## src/rtl/mem_arbiter.sv

```systemverilog
// Byte-wide RAM/IO port sequencer shared by the load/store buffer and instruction fetch.
// Optional MEM_ARB_IO_STALL_EN: hold IO store beats (addr[17:16]==2'b11) while io_buffer_full.
module mem_arbiter #(
    parameter int unsigned ADDR_WIDTH   = 32,
    parameter int unsigned VAL_WIDTH    = 32,
    parameter int unsigned LSB_ID_WIDTH = 3
) (
    input  logic                    clk,
    input  logic                    rst_in,
    input  logic                    rdy_in,
    input  logic                    flush,
    input  logic                    lsb2mem_load_en,
    input  logic                    lsb2mem_store_en,
    input  logic [ADDR_WIDTH-1:0]   lsb2mem_addr,
    input  logic [2:0]              lsb2mem_type,
    input  logic [VAL_WIDTH-1:0]    lsb2mem_val,
    input  logic [LSB_ID_WIDTH-1:0] lsb2mem_load_id,
    output logic                    mem_busy,
    output logic                    mem2lsb_load_en,
    output logic [LSB_ID_WIDTH-1:0] mem2lsb_load_id,
    output logic [VAL_WIDTH-1:0]    mem2lsb_load_val,
    input  logic                    if_req,
    input  logic [ADDR_WIDTH-1:0]   if_addr,
    output logic                    if_done,
    output logic [VAL_WIDTH-1:0]    if_inst,
    input  logic [7:0]              mem_din,
    output logic [7:0]              mem_dout,
    output logic [ADDR_WIDTH-1:0]   mem_a,
    output logic                    mem_wr,
    input  logic                    io_buffer_full
);

    typedef enum logic [1:0] {StIdle, StLoad, StStore, StFetch} state_e;

    function automatic logic [2:0] beat_count(input logic [2:0] ty);
        case (ty[1:0])
            2'b00:   return 3'd1;
            2'b01:   return 3'd2;
            default: return 3'd4;
        endcase
    endfunction

    function automatic logic [VAL_WIDTH-1:0] extend_load(input logic [VAL_WIDTH-1:0] d,
                                                         input logic [2:0] ty);
        case (ty[1:0])
            2'b00:   return {{(VAL_WIDTH-8){d[7] & ~ty[2]}}, d[7:0]};
            2'b01:   return {{(VAL_WIDTH-16){d[15] & ~ty[2]}}, d[15:0]};
            default: return d;
        endcase
    endfunction

    state_e                  state_q, state_d;
    logic [2:0]              cnt_q, cnt_d;
    logic [ADDR_WIDTH-1:0]   addr_q, addr_d;
    logic [2:0]              type_q, type_d;
    logic [VAL_WIDTH-1:0]    val_q, val_d;
    logic [LSB_ID_WIDTH-1:0] id_q, id_d;
    logic [VAL_WIDTH-1:0]    data_q, data_d;
    logic [ADDR_WIDTH-1:0]   mem_a_q, mem_a_d;
    logic [7:0]              mem_dout_q, mem_dout_d;
    logic                    mem_wr_q, mem_wr_d;
    logic                    load_en_q, load_en_d;
    logic [LSB_ID_WIDTH-1:0] load_id_q, load_id_d;
    logic [VAL_WIDTH-1:0]    load_val_q, load_val_d;
    logic                    if_done_q, if_done_d;
    logic [VAL_WIDTH-1:0]    if_inst_q, if_inst_d;
    logic                    pend_valid_q, pend_valid_d;
    logic                    pend_store_q, pend_store_d;
    logic [ADDR_WIDTH-1:0]   pend_addr_q, pend_addr_d;
    logic [2:0]              pend_type_q, pend_type_d;
    logic [VAL_WIDTH-1:0]    pend_val_q, pend_val_d;
    logic [LSB_ID_WIDTH-1:0] pend_id_q, pend_id_d;

    logic                    idle, pend_eff, io_stall;
    logic                    take_pend, take_store, take_load, take_fetch, q_store, q_load;
    logic                    src_store;
    logic [ADDR_WIDTH-1:0]   src_addr;
    logic [2:0]              src_type;
    logic [VAL_WIDTH-1:0]    src_val;
    logic [LSB_ID_WIDTH-1:0] src_id;
    logic [2:0]              nb, cnt_nx;
    logic [1:0]              cap_idx;

`ifdef MEM_ARB_IO_STALL_EN
    assign io_stall = (state_q == StStore) && (mem_a_q[17:16] == 2'b11) && io_buffer_full;
`else
    logic unused_io_buffer_full;
    assign unused_io_buffer_full = io_buffer_full;
    assign io_stall = 1'b0;
`endif

    assign idle     = (state_q == StIdle);
    // A queued load is killed by flush; a queued store is already committed and survives.
    assign pend_eff = pend_valid_q & ~(flush & ~pend_store_q);
    assign src_store = pend_eff ? pend_store_q : lsb2mem_store_en;
    assign src_addr  = pend_eff ? pend_addr_q  : lsb2mem_addr;
    assign src_type  = pend_eff ? pend_type_q  : lsb2mem_type;
    assign src_val   = pend_eff ? pend_val_q   : lsb2mem_val;
    assign src_id    = pend_eff ? pend_id_q    : lsb2mem_load_id;
    assign nb        = beat_count(type_q);
    assign cnt_nx    = cnt_q + 3'd1;
    assign cap_idx   = cnt_q[1:0] - 2'd1;

    always_comb begin
        state_d      = state_q;
        cnt_d        = cnt_q;
        addr_d       = addr_q;
        type_d       = type_q;
        val_d        = val_q;
        id_d         = id_q;
        data_d       = data_q;
        mem_a_d      = mem_a_q;
        mem_dout_d   = mem_dout_q;
        mem_wr_d     = mem_wr_q;
        load_en_d    = load_en_q;
        load_id_d    = load_id_q;
        load_val_d   = load_val_q;
        if_done_d    = if_done_q;
        if_inst_d    = if_inst_q;
        pend_valid_d = pend_valid_q;
        pend_store_d = pend_store_q;
        pend_addr_d  = pend_addr_q;
        pend_type_d  = pend_type_q;
        pend_val_d   = pend_val_q;
        pend_id_d    = pend_id_q;
        take_pend    = 1'b0;
        take_store   = 1'b0;
        take_load    = 1'b0;
        take_fetch   = 1'b0;
        q_store      = 1'b0;
        q_load       = 1'b0;
        if (rdy_in) begin
            load_en_d  = 1'b0;
            if_done_d  = 1'b0;
            take_pend  = idle & pend_eff;
            take_store = idle & ~pend_eff & lsb2mem_store_en;
            take_load  = idle & ~pend_eff & ~lsb2mem_store_en & lsb2mem_load_en & ~flush;
            // if_req is a level still high during the if_done cycle; do not refetch then.
            take_fetch = idle & ~pend_eff & ~lsb2mem_store_en & ~lsb2mem_load_en & if_req &
                         ~if_done_q & ~flush;
            q_store    = lsb2mem_store_en & ~take_store;
            q_load     = lsb2mem_load_en & ~take_load & ~flush;
            if (~pend_eff | take_pend) begin
                pend_valid_d = q_store | q_load;
                pend_store_d = q_store;
                pend_addr_d  = lsb2mem_addr;
                pend_type_d  = lsb2mem_type;
                pend_val_d   = lsb2mem_val;
                pend_id_d    = lsb2mem_load_id;
            end
            case (state_q)
                StIdle: begin
                    if (take_pend | take_store | take_load) begin
                        state_d = src_store ? StStore : StLoad;
                        addr_d  = src_addr;
                        type_d  = src_type;
                        val_d   = src_val;
                        id_d    = src_id;
                        cnt_d   = 3'd0;
                        data_d  = '0;
                        mem_a_d = src_addr;
                        if (src_store) begin
                            mem_wr_d   = 1'b1;
                            mem_dout_d = src_val[7:0];
                        end
                    end else if (take_fetch) begin
                        state_d = StFetch;
                        addr_d  = if_addr;
                        type_d  = 3'b010;
                        cnt_d   = 3'd0;
                        data_d  = '0;
                        mem_a_d = if_addr;
                    end
                end
                StStore: begin
                    if (!io_stall) begin
                        if (cnt_q == nb - 3'd1) begin
                            state_d  = StIdle;
                            mem_wr_d = 1'b0;
                        end else begin
                            cnt_d      = cnt_nx;
                            mem_a_d    = addr_q + ADDR_WIDTH'(cnt_nx);
                            mem_dout_d = val_q[{cnt_nx[1:0], 3'b000} +: 8];
                        end
                    end
                end
                StLoad, StFetch: begin
                    if (flush) begin
                        state_d = StIdle;
                    end else begin
                        // cnt_q counts issued beats; byte cnt_q-1 is on mem_din now.
                        if (cnt_q != 3'd0) data_d[{cap_idx, 3'b000} +: 8] = mem_din;
                        if (cnt_q == nb) begin
                            state_d = StIdle;
                            if (state_q == StLoad) begin
                                load_en_d  = 1'b1;
                                load_id_d  = id_q;
                                load_val_d = extend_load(data_d, type_q);
                            end else begin
                                if_done_d = 1'b1;
                                if_inst_d = data_d;
                            end
                        end else begin
                            cnt_d = cnt_nx;
                            if (cnt_nx < nb) mem_a_d = addr_q + ADDR_WIDTH'(cnt_nx);
                        end
                    end
                end
                default: state_d = StIdle;
            endcase
        end
    end

    always_ff @(posedge clk or posedge rst_in) begin
        if (rst_in) begin
            state_q      <= StIdle;
            cnt_q        <= '0;
            addr_q       <= '0;
            type_q       <= '0;
            val_q        <= '0;
            id_q         <= '0;
            data_q       <= '0;
            mem_a_q      <= '0;
            mem_dout_q   <= '0;
            mem_wr_q     <= 1'b0;
            load_en_q    <= 1'b0;
            load_id_q    <= '0;
            load_val_q   <= '0;
            if_done_q    <= 1'b0;
            if_inst_q    <= '0;
            pend_valid_q <= 1'b0;
            pend_store_q <= 1'b0;
            pend_addr_q  <= '0;
            pend_type_q  <= '0;
            pend_val_q   <= '0;
            pend_id_q    <= '0;
        end else begin
            state_q      <= state_d;
            cnt_q        <= cnt_d;
            addr_q       <= addr_d;
            type_q       <= type_d;
            val_q        <= val_d;
            id_q         <= id_d;
            data_q       <= data_d;
            mem_a_q      <= mem_a_d;
            mem_dout_q   <= mem_dout_d;
            mem_wr_q     <= mem_wr_d;
            load_en_q    <= load_en_d;
            load_id_q    <= load_id_d;
            load_val_q   <= load_val_d;
            if_done_q    <= if_done_d;
            if_inst_q    <= if_inst_d;
            pend_valid_q <= pend_valid_d;
            pend_store_q <= pend_store_d;
            pend_addr_q  <= pend_addr_d;
            pend_type_q  <= pend_type_d;
            pend_val_q   <= pend_val_d;
            pend_id_q    <= pend_id_d;
        end
    end

    assign mem_busy         = ~idle | pend_valid_q;
    assign mem2lsb_load_en  = load_en_q;
    assign mem2lsb_load_id  = load_id_q;
    assign mem2lsb_load_val = load_val_q;
    assign if_done          = if_done_q;
    assign if_inst          = if_inst_q;
    assign mem_a            = mem_a_q;
    assign mem_dout         = mem_dout_q;
    assign mem_wr           = mem_wr_q & rdy_in & ~io_stall;

endmodule

```

## config.mk

```make
export PLATFORM = sky130hd
export DESIGN_NAME = mem_arbiter
export DESIGN_NICKNAME = d
export VERILOG_FILES = /design/src/rtl/mem_arbiter.sv
export SDC_FILE = /design/constraint.sdc
export NUM_CORES = 1
export LEC_CHECK = 0
export BUFFER_PORTS_ARGS = -buffer_cell sky130_fd_sc_hd__clkbuf_2
export CAP_MARGIN = 10
export CORE_MARGIN = 3
export CORE_UTILIZATION = 36
export DETAILED_ROUTE_END_ITERATION = 8
export GPL_ROUTABILITY_DRIVEN = 1
export PLACE_DENSITY = 0.57
export SYNTH_ARGS = -nofsm -noshare
export SYNTH_HDL_FRONTEND = slang
export SYNTH_SLANG_ARGS = --single-unit
```

## constraint.sdc

```tcl
create_clock -name clk -period 20 [get_ports clk]
set_clock_uncertainty 0.2 [all_clocks]
set_input_delay 2 -clock clk [delete_from_list [all_inputs] [get_ports clk]]
set_output_delay 2 -clock clk [all_outputs]
set_load 0.005 [all_outputs]
```

==> impl_metrics.json, run 1 <==
{
  "rr_startpoint": "cnt_q[0]",
  "cts_max_level": 2,
  "met1_length_um": 20600,
  "cts_buffer_depth": 3,
  "die_x_um": 208,
  "vias": 12000,
  "gp_congestion": 0.815,
  "status": "finished clean",
  "clkLatencyLatePin_ns": 0.53,
  "maxCapViolCount": 0,
  "drtIter0Drc": 866,
  "ys_ff_latch": 289,
  "static-leakage-power_nw": 8.07,
  "syn_area_um2": 14600,
  "setup_violations": 0,
  "first_pass_iters": 5,
  "relSlewSlack_pct": 13.3,
  "drt-total-wl_um": 44900,
  "grt_use_total_pct": 20.5,
  "clk_pin_slew_worst_paths_ns": 0.06,
  "placed_cells": 2097,
  "final_layout_size_suffix_gt1_share_pct": 27.6,
  "worst_setup_path_start_kind": "flop",
  "cts_buffers": 35,
  "post-route-util_pct": 43.5,
  "arrival_ns": 2.62,
  "n_fill_cell": 3926,
  "fin_crit_sh_pct": 24.1,
  "synthCells": 1428,
  "rrSetupSlack_ns": 15.26,
  "path_max_fanout": 27,
  "finalCriticalPeriod_ns": 4.82,
  "synth_top_area_share_pct": 49.4,
  "routed_via_density": 5.55,
  "holdPathEnd": "data_q[17]",
  "wl_met2_um": 20200,
  "hold_buffers": 0,
  "grt_max_degree": 158,
  "syn_avg_cell_area_um2": 10.3,
  "max-vdd-ir-drop_v": 0.0000627,
  "tns_ns": 0,
  "cts_resized": 0,
  "fp.dieArea_um2": 43100,
  "core-area_um2": 40000,
  "rsz0062_at_grt": "no",
  "die_y_um": 208,
  "synth_edf_count": 0,
  "routedWlPerCell_um": 20.8,
  "synth_flop_cell": "dfrtp_1",
  "grt_pass1_wl_um": 70300,
  "finalMaxSlewViolations": 0,
  "nNetsFinal": 1742,
  "syn-num-nets": 1560,
  "synth_area_leaders": "dfrtp_1 (49%), mux2_2 (8.1%), nand2_1 (5.0%)",
  "end_kind": "primary output",
  "async_reset_ff_share_pct": 100,
  "worstMarginPinSlew_ns": 1.30,
  "overflow": 0,
  "route.met3.wl_um": 2780,
  "place_area_um2": 16200,
  "dpl.hpwl_um": 30500,
  "postLayoutCellArea_um2": 17400,
  "synth_cell_types": 73,
  "r2r_cells": 9,
  "worstSetupPathType": "flop to primary output",
  "min_path_cells": 2,
  "final_cells": 2162,
  "rows": 73,
  "drc_errors": 0,
  "netlist.top_cell.by_area": "dfrtp_1",
  "diodes": 0,
  "io_buffers": 227,
  "rr_endpoint": "mem_a[22]",
  "fmax_mhz": 207,
  "yosys_warnings": 0,
  "antenna_found_initial": 5,
  "cts_setup_buffers": 0,
  "area_growth_syn_to_layout_pct": 18.7,
  "hold_viol": 0,
  "cts_sinks": 289,
  "power_density_nw_per_um2": 155,
  "postRouteAntennaNets": 0,
  "ios": 229,
  "min_path_type": "flop to flop",
  "cts_tree": "done",
  "seq_area_frac_synth_pct": 49.4,
  "crit_required_ns": 17.80,
  "ctsRootBufferMaster": "clkbuf_16",
  "grt_pass1_vias": 11700,
  "initial_core_util_pct": 36.6,
  "hp-start": "data_q[17]",
  "routed.top_layer": "met5"
}
[cell usage in the layout (no fill, tap or decap), types with 9 or more instances in the layout]
master,n
dfrtp_1,289
clkbuf_2,228
nand2_1,195
o21ai_0,105
mux2_2,105
nor2_1,71
nand3_1,66
mux2i_1,59
a21oi_1,37
clkbuf_16,36
a21o_1,33
o211ai_1,28
nor4_1,26
a22o_1,24
a31oi_1,24
nor3_1,19
buf_4,19
inv_1,17
nor3b_1,17
a211oi_1,16
ha_1,13
xnor2_1,12
and3_1,11
nand4_1,9
o22ai_1,9
o2bb2ai_1,9
[worst max-delay path, cell delays in order (launching register included)]
cell      delay, ns
dfrtp_1        1.07
inv_1          0.67
nand2_1        0.21
clkbuf_2       0.15
[cells by family after synthesis]
logic type / count (synthesis) / synth area share [%]
AOI/OAI and AO/OA: 359 / 16.6
xor gates and xnor gates: 21 / 1.35
adders and majority gates: 14 / 1.25
buffers and inverters: 121 / 3.66
DFF: 289 / 49.4
muxes: 172 / 13.3
and+or+nand+nor: 452 / 14.4
[through the flow]
step           setup slack, ns  power, W  hold WS, ns
3_5_place_dp             14.73   0.00206        0.257
2_1_floorplan             9.82   0.00171        0.239
5_1_grt                  14.86   0.00289        0.291
3_3_place_gp             14.73   0.00203        0.251
6_report                 15.18   0.00270        0.266
4_1_cts                  15.11   0.00273        0.270
[power breakdown]
group | switching (W) | total (W) | internal [W]
sequential | 0.000186 | 0.000988 | 0.000802
combinational | 0.000605 | 0.00106 | 0.000454
clock | 0.000258 | 0.000652 | 0.000394
[synth_stat cells, drive strengths merged, types with 9 or more instances]
cell type    n
nor3b       17
o21ai      112
a31oi       25
a211oi      16
nor2        73
ha          13
clkbuf      47
nand3       67
dfrtp      289
o22ai        9
nand4       10
xnor2       12
inv         18
a21o        33
a21oi       38
mux2i       59
o211ai      28
a22o        24
nor3        20
mux2       105
and3        11
o2bb2ai      9
nor4        27
nand2      197
buf         56
[worst max path at each step]
stage | from | endpoint | slack, ns | cells past startpoint
floorplan | rst_in | addr_q[0] | 9.82 | 1
detailed placement | flush | mem_dout[7] | 14.73 | 7
finish | pend_valid_q | mem_busy | 15.18 | 3
global route | cnt_q[0] | mem_a[11] | 14.86 | 9
global placement | flush | mem_dout[7] | 14.73 | 7
CTS | cnt_q[0] | mem_a[11] | 15.11 | 9
[sequential cells by signal (all words and copies together) (netlist names), 8 cells and up]
register / count
addr_q: 32
data_q: 32
if_inst: 32
mem2lsb_load_val: 32
mem_a: 32
mem_dout: 8
pend_addr_q: 32
pend_val_q: 32
val_q: 32
[final cells by class]
cell class	count	area (um2)	share of cell area (%)
clock buffers	49	1010	5.81
multi-input cells	1018	6930	39.9
repair buffers	248	1300	7.50
well taps	525	657	3.78
inverters	18	75.1	0.432
flip-flops and latches	289	7230	41.6
clock inverters	15	179	1.03
[layer usage]
metal	GRT usage [%]	vias up
li1	-	5592
met1	29.2	5953
met2	31.7	379
met4	6.51	8
met3	4.14	77
met5	0	-
Note: power is estimated with default switching activity, not from simulation.
==> run 2, diff against run 1 <==
- ABC_AREA: unset -> 1
- PLACE_DENSITY: 0.57 -> 0.59
- clock period: 20 -> 4.2 ns (I/O delays scaled with it)
==> run 2 against run 1 <==
  * Area after synthesis grew 1.7%
  * Sequential share of layout area down 2.2 points
  * Design area up 5.6%
  * Core utilization grew 2.1 points
  * Count of clock-buffer cells in the layout increased by 5
  * Via count increased by 16%
  * Wire length up 1.5%
  * Critical endpoint is now if_inst[28]
  * Largest cell class unchanged
==> impl_metrics.json, run 2 <==
{
  "syn_avg_cell_area_um2": 7.25,
  "ys_ff_latch": 289,
  "dpl.hpwl_um": 32000,
  "initial_core_util_pct": 37.0,
  "max-vdd-ir-drop_v": 0.000374,
  "io_buffers": 227,
  "cts_resized": 0,
  "hold_viol": 0,
  "syn_area_um2": 14900,
  "clk_pin_slew_worst_paths_ns": 0.06,
  "cts_buffer_depth": 3,
  "crit_slowest_cell": "nor4_4",
  "placed_cells": 2728,
  "grt_pass1_vias": 13100,
  "synthCells": 2054,
  "netlist.top_cell.by_area": "dfrtp_1",
  "synth_edf_count": 0,
  "crit_path_cell_trace": "inv_1 -> nand2_1 -> ha_1 -> inv_1 -> nand2_1 -> nand2_1 -> nor2_2 -> nand2_2 -> nor4_4 -> inv_2 -> buf_4 -> nand2_1 -> o21ai_1",
  "path_max_fanout": 25,
  "worst_setup_path_start_kind": "flop",
  "async_reset_ff_share_pct": 100,
  "drt-total-wl_um": 45600,
  "synth_most_common_cell": "nand2_1",
  "area_growth_syn_to_layout_pct": 23.3,
  "final_cells": 2863,
  "first_pass_iters": 5,
  "synth_flop_cell": "dfrtp_1",
  "grt_pass1_wl_um": 72700,
  "hold_buffers": 71,
  "tns_ns": 0,
  "worstSetupPathType": "flop to flop",
  "crit_required_ns": 4.42,
  "finalMaxSlewViolations": 0,
  "worstMarginPinSlew_ns": 1.04,
  "antenna_found_initial": 2,
  "min_path_type": "primary input to flop",
  "yosys-top-cells-count": "nand2_1 (820), dfrtp_1 (289), o21ai_0 (238), inv_1 (175), nor2_1 (130)",
  "final_layout_size_suffix_gt1_share_pct": 15.0,
  "finalCriticalPeriod_ns": 3.73,
  "nNetsFinal": 2445,
  "cts_sinks": 289,
  "grt_use_total_pct": 20.5,
  "overflow": 0,
  "final_common_cell": "nand2_1",
  "static-leakage-power_nw": 9.60,
  "diodes": 0,
  "grt_max_degree": 107,
  "die_y_um": 209,
  "ctsRootBufferMaster": "clkbuf_16",
  "setup_violations": 0,
  "status": "finished clean",
  "cts_max_level": 2,
  "end_kind": "flop",
  "routed_via_density": 4.88,
  "power_w": 0.0130,
  "critPathTopFamily": "simple AND/OR/NAND/NOR gates",
  "layout_common_cells": "nand2_1 (820), dfrtp_1 (289), o21ai_0 (238)",
  "n_fill_cell": 4042,
  "syn-num-nets": 2186,
  "post-route-util_pct": 45.6,
  "power_density_nw_per_um2": 709,
  "drc_errors": 0,
  "cts_tree": "done",
  "rsz0062_at_grt": "no",
  "postRouteAntennaNets": 0,
  "yosys_warnings": 0,
  "clkLatencyLatePin_ns": 0.54,
  "synth_area_leaders": "dfrtp_1 (49%), nand2_1 (21%), o21ai_0 (8.0%)",
  "fin_crit_sh_pct": 88.7,
  "cts_setup_buffers": 0,
  "fmax_mhz": 268,
  "vias": 14000,
  "ios": 229,
  "synth_cell_types": 37,
  "crit_buf_inv": 4,
  "relSlewSlack_pct": 29.8,
  "cpPeakStageDelay_ns": 0.79,
  "rows": 73,
  "core-area_um2": 40300,
  "die_x_um": 209,
  "synth_top_area_share_pct": 48.6,
  "cts_buffers": 37,
  "fp.dieArea_um2": 43900,
  "drtIter0Drc": 1064,
  "routedWlPerCell_um": 15.9,
  "seq_area_frac_synth_pct": 48.6,
  "crit_top_cell": "nand2_1",
  "maxCapViolCount": 0,
  "arrival_ns": 3.94,
  "gp_congestion": 0.916
}
run 2: per-layer routing:
metal | vias up | wire (um) | share of wire (%) | global-route usage (%)
met5 | - | 32 | 0.070 | 0
met4 | 4 | 1370 | 3.0 | 7.09
met3 | 83 | 2380 | 5.2 | 2.90
met2 | 405 | 19400 | 43 | 30.3
met1 | 6481 | 22400 | 49 | 30.8
li1 | 6990 | - | - | -
run 2: power by group:
part | total [W] | switching [W] | internal (W)
Sequential | 0.00440 | 0.000609 | 0.00379
Clock | 0.00313 | 0.00127 | 0.00187
Combinational | 0.00549 | 0.00378 | 0.00171
run 2: final cells by class:
type                    count  area, um2  share of cell area [%]
multi-input cells        1474       6500                    35.4
well taps                 525        657                    3.58
flip-flops and latches    289       7230                    39.4
inverters                 189        713                    3.88
clock inverters            10        100                   0.545
repair buffers            322       2060                    11.2
clock buffers              54       1090                    5.94
run 2: final timing paths:
path	from	to	slack [ns]	cells past startpoint
max	type_q[1]	if_inst[28]	0.47	13
max reg2reg	type_q[1]	if_inst[28]	0.47	13
min	rdy_in	if_done	0.06	2
min reg2reg	data_q[22]	data_q[22]	0.27	2
min in group asynchronous	rst_in	data_q[27]	0.44	3
max in group asynchronous	rst_in	if_inst[4]	2.23	4
run 2: kinds of logic after synthesis:
logic type / synth area share, %
compound gates: 12.8
flops: 48.6
simple gates: 29.0
buf+inv: 7.92
xor+xnor: 0.412
fa+ha+maj: 1.23
run 2: through the flow:
stage / hold WS, ns / worst slack, ns / instance area, um2
floorplan: 0.237 / -0.253 / 14900
global placement: 0.248 / 0.528 / 16500
detailed placement: 0.254 / 0.394 / 16500
CTS: 0.0244 / 0.380 / 18400
global route: 0.0676 / 0.0152 / 18400
finish: 0.0601 / 0.474 / 18400
run 2: worst register-to-register path, delay by kind of cell (launching register included):
family                     cells  cell delay (ns)
AOI/OAI and AO/OA              1             0.06
adders and majority gates      1             0.22
DFF                            1             0.36
and+or+nand+nor                7             1.55
buffers and inverters          4             1.23
